[src/rtl/mem_access_pkg.sv]
// Shared types and constants for the data-memory access unit.
package mem_access_pkg;

  typedef enum logic [1:0] {
    ST_IDLE,
    ST_BUSY,
    ST_RESP
  } state_t;

  localparam logic [1:0] ERR_NONE     = 2'd0;
  localparam logic [1:0] ERR_MISALIGN = 2'd1;
  localparam logic [1:0] ERR_TIMEOUT  = 2'd2;
  localparam logic [1:0] ERR_RW_BOTH  = 2'd3;

  localparam int TIMEOUT_CYC_DEF = 16;
  localparam int DATA_W          = 32;
  // Wide enough for the largest legal TIMEOUT_CYC (255).
  localparam int CNT_W           = 8;

endpackage

[src/rtl/mem_timeout_ctr.sv]
// Bus wait-cycle counter; expired flags the last permitted wait cycle.
module mem_timeout_ctr
  import mem_access_pkg::*;
#(
  parameter int TIMEOUT_CYC = TIMEOUT_CYC_DEF
) (
  input  logic clk,
  input  logic rst,
  input  logic clear,
  input  logic enable,
  output logic expired
);

  logic [CNT_W-1:0] cnt_q;

  always_ff @(posedge clk or negedge rst) begin
    if (!rst) begin
      cnt_q <= '0;
    end else if (clear) begin
      cnt_q <= '0;
    end else if (enable) begin
      cnt_q <= cnt_q + 1'b1;
    end
  end

  // Count reaches TIMEOUT_CYC on the edge that leaves this cycle.
  assign expired = (cnt_q == CNT_W'(TIMEOUT_CYC - 1));

endmodule

[src/rtl/mem_access_unit.sv]
// Load/store unit between execute and a handshaked data-memory bus.
module mem_access_unit
  import mem_access_pkg::*;
#(
  parameter int TIMEOUT_CYC = TIMEOUT_CYC_DEF,
  parameter int ADDR_W      = 32
) (
  input  logic              clk,
  input  logic              rst,
  input  logic              valid_in,
  input  logic              memread,
  input  logic              memwrite,
  input  logic [ADDR_W-1:0] address,
  input  logic [DATA_W-1:0] writedata,
  output logic              stall,
  output logic              bus_req,
  output logic              bus_we,
  output logic [ADDR_W-3:0] bus_addr,
  output logic [DATA_W-1:0] bus_wdata,
  input  logic [DATA_W-1:0] bus_rdata,
  input  logic              bus_ack,
  output logic [DATA_W-1:0] readdata,
  output logic              rd_valid,
  output logic              err,
  output logic [1:0]        err_code
);

  state_t     state_q, state_d;
  logic       accept;
  logic       op_illegal;
  logic [1:0] illegal_code;
  logic       tmo_clear, tmo_en, tmo_expired;
  logic       busy_stall;
  logic       is_load_q;

  assign accept       = valid_in & (memread | memwrite);
  assign illegal_code = (memread & memwrite)     ? ERR_RW_BOTH  :
                        (address[1:0] != 2'b00)  ? ERR_MISALIGN : ERR_NONE;
  assign op_illegal   = (illegal_code != ERR_NONE);

  mem_timeout_ctr #(
    .TIMEOUT_CYC (TIMEOUT_CYC)
  ) u_tmo (
    .clk     (clk),
    .rst     (rst),
    .clear   (tmo_clear),
    .enable  (tmo_en),
    .expired (tmo_expired)
  );

  always_ff @(posedge clk or negedge rst) begin
    if (!rst) begin
      state_q <= ST_IDLE;
    end else begin
      state_q <= state_d;
    end
  end

  always_comb begin
    state_d    = state_q;
    tmo_clear  = 1'b0;
    tmo_en     = 1'b0;
    busy_stall = 1'b0;
    case (state_q)
      ST_IDLE: begin
        if (accept) begin
          busy_stall = 1'b1;
          tmo_clear  = 1'b1;
          state_d    = op_illegal ? ST_RESP : ST_BUSY;
        end
      end
      ST_BUSY: begin
        busy_stall = 1'b1;
        tmo_en     = ~bus_ack;
        if (bus_ack || tmo_expired) begin
          state_d = ST_RESP;
        end
      end
      ST_RESP: state_d = ST_IDLE;
      default: state_d = ST_IDLE;
    endcase
  end

  // Stall is combinational from valid_in, so it is forced low while in reset.
  assign stall = rst & busy_stall;

  always_ff @(posedge clk or negedge rst) begin
    if (!rst) begin
      bus_req   <= 1'b0;
      bus_we    <= 1'b0;
      bus_addr  <= '0;
      bus_wdata <= '0;
      readdata  <= '0;
      rd_valid  <= 1'b0;
      err       <= 1'b0;
      err_code  <= ERR_NONE;
      is_load_q <= 1'b0;
    end else begin
      rd_valid <= 1'b0;
      err      <= 1'b0;
      case (state_q)
        ST_IDLE: begin
          if (accept) begin
            is_load_q <= memread;
            if (op_illegal) begin
              err      <= 1'b1;
              err_code <= illegal_code;
              readdata <= '0;
            end else begin
              bus_req   <= 1'b1;
              bus_we    <= memwrite;
              bus_addr  <= address[ADDR_W-1:2];
              bus_wdata <= writedata;
            end
          end
        end
        ST_BUSY: begin
          // An ack on the final wait cycle takes priority over the timeout.
          if (bus_ack) begin
            bus_req  <= 1'b0;
            err_code <= ERR_NONE;
            if (is_load_q) begin
              readdata <= bus_rdata;
              rd_valid <= 1'b1;
            end
          end else if (tmo_expired) begin
            bus_req  <= 1'b0;
            err      <= 1'b1;
            err_code <= ERR_TIMEOUT;
            readdata <= '0;
          end
        end
        default: ;
      endcase
    end
  end

endmodule

[config.mk]
export PLATFORM = sky130hd
export DESIGN_NAME = mem_access_unit
export DESIGN_NICKNAME = d
export VERILOG_FILES = /design/src/rtl/mem_access_pkg.sv /design/src/rtl/mem_timeout_ctr.sv /design/src/rtl/mem_access_unit.sv
export SDC_FILE = /design/constraint.sdc
export NUM_CORES = 1
export LEC_CHECK = 0
export ABC_AREA = 1
export BUFFER_PORTS_ARGS = -buffer_cell sky130_fd_sc_hd__buf_2
export CORE_MARGIN = 5
export CORE_UTILIZATION = 45
export DETAILED_ROUTE_END_ITERATION = 16
export PLACE_DENSITY = 0.74
export SETUP_SLACK_MARGIN = 0.1
export SLEW_MARGIN = 20
export SYNTH_ARGS = -nofsm -noshare
export SYNTH_HDL_FRONTEND = slang
export SYNTH_SLANG_ARGS = --single-unit
[constraint.sdc]
create_clock -name clk -period 1.54 [get_ports clk]
set_input_delay 0.308 -clock clk [delete_from_list [all_inputs] [get_ports clk]]
set_output_delay 0.308 -clock clk [all_outputs]
set_load 0.05 [all_outputs]
[Word-level counts from Yosys, hierarchy flattened]
Index checks and enable logic that the tools add are counted.
Operators by class
  equality and inequality tests: 8
  add/sub/neg operators: 1
  bitwise logic cells: 6
  multiplexer cells: 36
  reductions and logical operators: 12
Operators by type and width (number)
  $mux W32: 5
  $pmux W32 S2: 1
  $mux W2: 8
  $mux W8: 2
  $mux W1: 15
  $add A8 B1 Y8 const B: 1
  $eq A8 B4 Y1 const B: 1
  $ne A2 B2 Y1 const B: 4
  $pmux W2 S2: 2
  $reduce_and A4 Y1: 2
  $reduce_bool A2 Y1: 4
  $ne A3 B3 Y1 const B: 2
  $pmux W1 S2: 3
  $reduce_and A5 Y1: 1
  $reduce_and A2 Y1: 2
  $and A1 B1 Y1: 3
  $reduce_and A3 Y1: 1
  $eq A2 B1 Y1 const B: 1
  $logic_not A2 Y1: 1
  $not A1 Y1: 2
  $logic_or A1 B1 Y1: 1
  $or A1 B1 Y1: 1
Word-level totals
  word-level logic and storage cells: 74
  output and inout port bits: 101
  bits of input ports: 102
  register bits after elaboration: 111

[Longest topological paths before layout]
  depth after elaboration: 7
  gate-level depth with buffers: 9
  depth with buffers taken out: 7

[By module]
A second synthesis with hierarchy kept.
Second synthesis, totals
  cell total of the unflattened synthesis: 513
  area, all modules: 4618.2 µm²
Modules (own cells, without submodules)
  mem_access_unit: area each 4161.5 µm², cells an instance 452, instances 1, seq. area each 2577.5 µm²
  mem_timeout_ctr: area each 456.7 µm², cells an instance 61, instances 1, seq. area each 200.2 µm²

[Worst setup path after synthesis]
Ideal clock, no wire load.
  path kind: reg-to-output
  start point: register state_q[1]
  end point: output stall
  stages on the path, launching flop included: 4
  buffers on the path: 0
  setup slack: -0.605 ns
  data required time: 1.232 ns
  data arrival time: 1.837 ns
  path through: dfrtp_1 > nor2_4 > nand3_4 > a21boi_0
On the way
  cells in the longest elaborated chain, start to end: 3
  elaborated cells on any way between the ends: 4
  those cells by class: eq/ne: 1; mux: 1; bitwise: 1; reduce/logical: 1
RTL lines
  start, declared: RTL line mem_access_unit.sv:28  | state_t state_q, state_d;
  start signal, assigned: RTL line mem_access_unit.sv:55  | state_q <= state_d;
  $eq A2 B1 Y1 or $logic_not A2 Y1 (tied branches): RTL line mem_access_unit.sv:64  | case (state_q)
  $pmux W1 S2 *: RTL line mem_access_unit.sv:64
  $and A1 B1 Y1 *: RTL line mem_access_unit.sv:85  | assign stall = rst & busy_stall;
  end, declared: RTL line mem_access_unit.sv:15  | output logic stall,
Mark *: on every way between the ends. The rest lies on a longest branch, timed or not.

[Worst setup path in the final report]
Same ends and word-level chain as after synthesis.

==> results_dict.tcl <==
set metrics [dict create \
    grt_pass1_wl_microns 21140 \
    area_growth_pct 46.08 \
    finalClockSkew_ns 0.009148 \
    cts-buffers-inserted 9 \
    finalHoldViolCount 0 \
    synth_area_leaders "dfrtp_1 (56%), nand2_1 (14%), o21ai_2 (11%)" \
    drive_above_1_share_pct 52.11 \
    crit_fanout 3 \
    rsz0062_at_grt "true" \
    clock-sinks 111 \
    final_cell_mix "buf_2 (200), nand2_1 (140), dfrtp_1 (110)" \
    dp_cells 847 \
    port_buffers 202 \
    worstPathArrival_ns 1.41 \
    ant_nets 0 \
    crit_required_ns 1.23 \
    antenna_found_initial 1 \
    netlist.area_leader.share_pct 56.17 \
    finalMaxSlewViolations 0 \
    wire_per_inst_microns 15.11 \
    layout_commonest_cell "buf_2" \
    worstSetupPathType "register to primary output" \
    setup.worst_path.end_class "primary output" \
    status "finished, violations left" \
    start_util_pct 45.81 \
    die_w_microns 114.8 \
    finalSetupTns_ns -4.822 \
    finalSetupViolations 83 \
    vias 4271 \
    power_density_nw_per_um2 1878 \
    final_area_sq_um 7223 \
    rows 38 \
    routabilityCongestion 0.8222 \
    syn-cell-area_sq_um 4945 \
    drt-vias-per-instance 4.746 \
    clk_latency_ns 0.35 \
    die_area_sq_um 13180 \
    final.min_clock_period_ns 1.720 \
    grt_start_max_net_pins 112 \
    yosysSeqAreaShare_pct 56.17 \
    io_pins 203 \
    grt-ovfl-total 0 \
    clockRootBuffer "clkbuf_8" \
    ys_ff_latch 111 \
    hold_class "primary input to asynchronous set/reset pin" \
    avgSynthCellArea_sq_um 9.620 \
    setup_slack_ns -0.1797 \
    drc 0 \
    ys_types 23 \
    ir_drop_uv 1387 \
    finalCritPeriodShare_pct 111.7 \
    holdWs_ns 0.09686 \
    die_y_microns 114.8 \
    finalWirelength_microns 13600 \
    clk_pin_slew_worst_paths_ns 0.10 \
    synthCells 514 \
    yosysWarnings 0 \
    slew_headroom_pct 62.06 \
    cts_buffer_depth 2 \
    place_area_sq_um 6041 \
    p_leak_nw 4.122 \
    crit_path_start_kind "register" \
    gr-usage-all-layers_pct 19.96 \
    cts_tree "yes" \
    multi_input_area_sq_um 1988 \
    nNetsFinal 858 \
    dp_hpwl_microns 8533 \
    drt_iter0_markers 198 \
    coreArea_sq_um 10790 \
    violations "negative setup slack" \
    cap_viol_max_count 0 \
    ff_latch_area_sq_um 2779 \
    instances_no_fill 900 \
    synth_area_leader_cell "dfrtp_1" \
    htreeDepth 3 \
    first_pass_iters 4 \
    worstMarginPinSlew_ns 0.5692 \
    nFillCells 865 \
    diodes 0 \
    fmax_mhz 581.5 \
    syn_nets 617 \
    grt_pass1_vias 4414 \
    cts_hold_buf 0 \
]
## timing repair
item,4_1_cts,5_1_grt
gates cloned,9,8
buffers inserted,12,15
setup endpoints to repair,93,107
gates resized for setup,21,106
pin swaps,4,9
## routing by layer
metal,track usage (%),share of wire [%]
met1,26.07,41
met2,33.18,50
met3,4.737,7.0
met4,6.182,1.5
met5,0,0.15
## per-stage QoR
| step | utilization, % | setup WS (ns) | power (mW) |
|---|---|---|---|
| 3_5_place_dp | 55.97 | 0.04973 | 10.91 |
| 3_3_place_gp | 55.97 | 0.1126 | 10.75 |
| 5_1_grt | 66.93 | -0.2211 | 14.27 |
| 4_1_cts | 61.93 | -0.1659 | 12.90 |
| 6_report | 66.93 | -0.1797 | 13.56 |
| 2_1_floorplan | - | 0.1322 | 9.335 |
## worst max-delay path: stages, from the launching register on
cell and delay (ns):
dfrtp_2 0.45, nor2_4 0.17, nand3_4 0.11, a21boi_4 0.15
buf_6 0.17
## final timing paths
check | startpoint | to | slack [ns] | cells past startpoint
min in group clk | bus_rdata[4] | readdata[4]$_DFFE_PN0P_ | 0.15 | 3
hold reg to reg | readdata[8]$_DFFE_PN0P_ | readdata[8]$_DFFE_PN0P_ | 0.47 | 2
setup reg to reg | state_q[1]$_DFFE_PN0P_ | bus_addr[12]$_DFFE_PN0P_ | -0.12 | 9
setup / recovery | state_q[1]$_DFFE_PN0P_ | stall | -0.18 | 4
max in group asynchronous | rst | state_q[1]$_DFFE_PN0P_ | 1.03 | 2
hold / removal | rst | readdata[25]$_DFFE_PN0P_ | 0.1 | 2
## flip-flops by register name, summed over array words and instances (netlist names)
name,count
bus_wdata,32
readdata,32
bus_addr,30
u_tmo.cnt_q,8
err_code,2
state_q,2
bus_req,1
bus_we,1
err,1
is_load_q,1
rd_valid,1
## where the power goes
group	switching, mW	internal (mW)
clock	0.930	0.799
sequential	0.843	3.88
combinational	5.05	2.06
## synthesized netlist by cell type
cell	number
o21ai_0	7
nor3_2	1
nor3_1	2
buf_6	10
buf_2	4
nand3_2	1
nand2_2	16
nor2_1	8
inv_4	1
and3_1	2
nand3_1	6
ha_1	1
nand4_1	7
nand2_1	179
nand3_4	2
buf_12	5
inv_1	78
buf_8	2
nor2_4	1
a21boi_0	1
dfrtp_1	111
o21ai_2	64
a21oi_1	5
## final cells by class
cell class / count / area share [%]
Inverter: 79 / 4.209
Clock buffer: 13 / 2.061
Timing Repair Buffer: 250 / 24.72
Tap cell: 140 / 2.425
Multi-Input combinational cell: 304 / 27.52
Sequential cell: 111 / 38.47
Clock inverter: 3 / 0.5889
## cells by family (layout without fill, tap and decap cells)
kind of cell	count (synthesis)	count (layout)	share of synthesized area, %
buffers and inverters	100	345	11.36
adders and majority gates	1	1	0.2530
AOI/OAI and AO/OA	77	77	12.70
DFF	111	111	56.17
and+or+nand+nor	225	226	19.51
No activity file was read; power rests on OpenSTA's default activity.
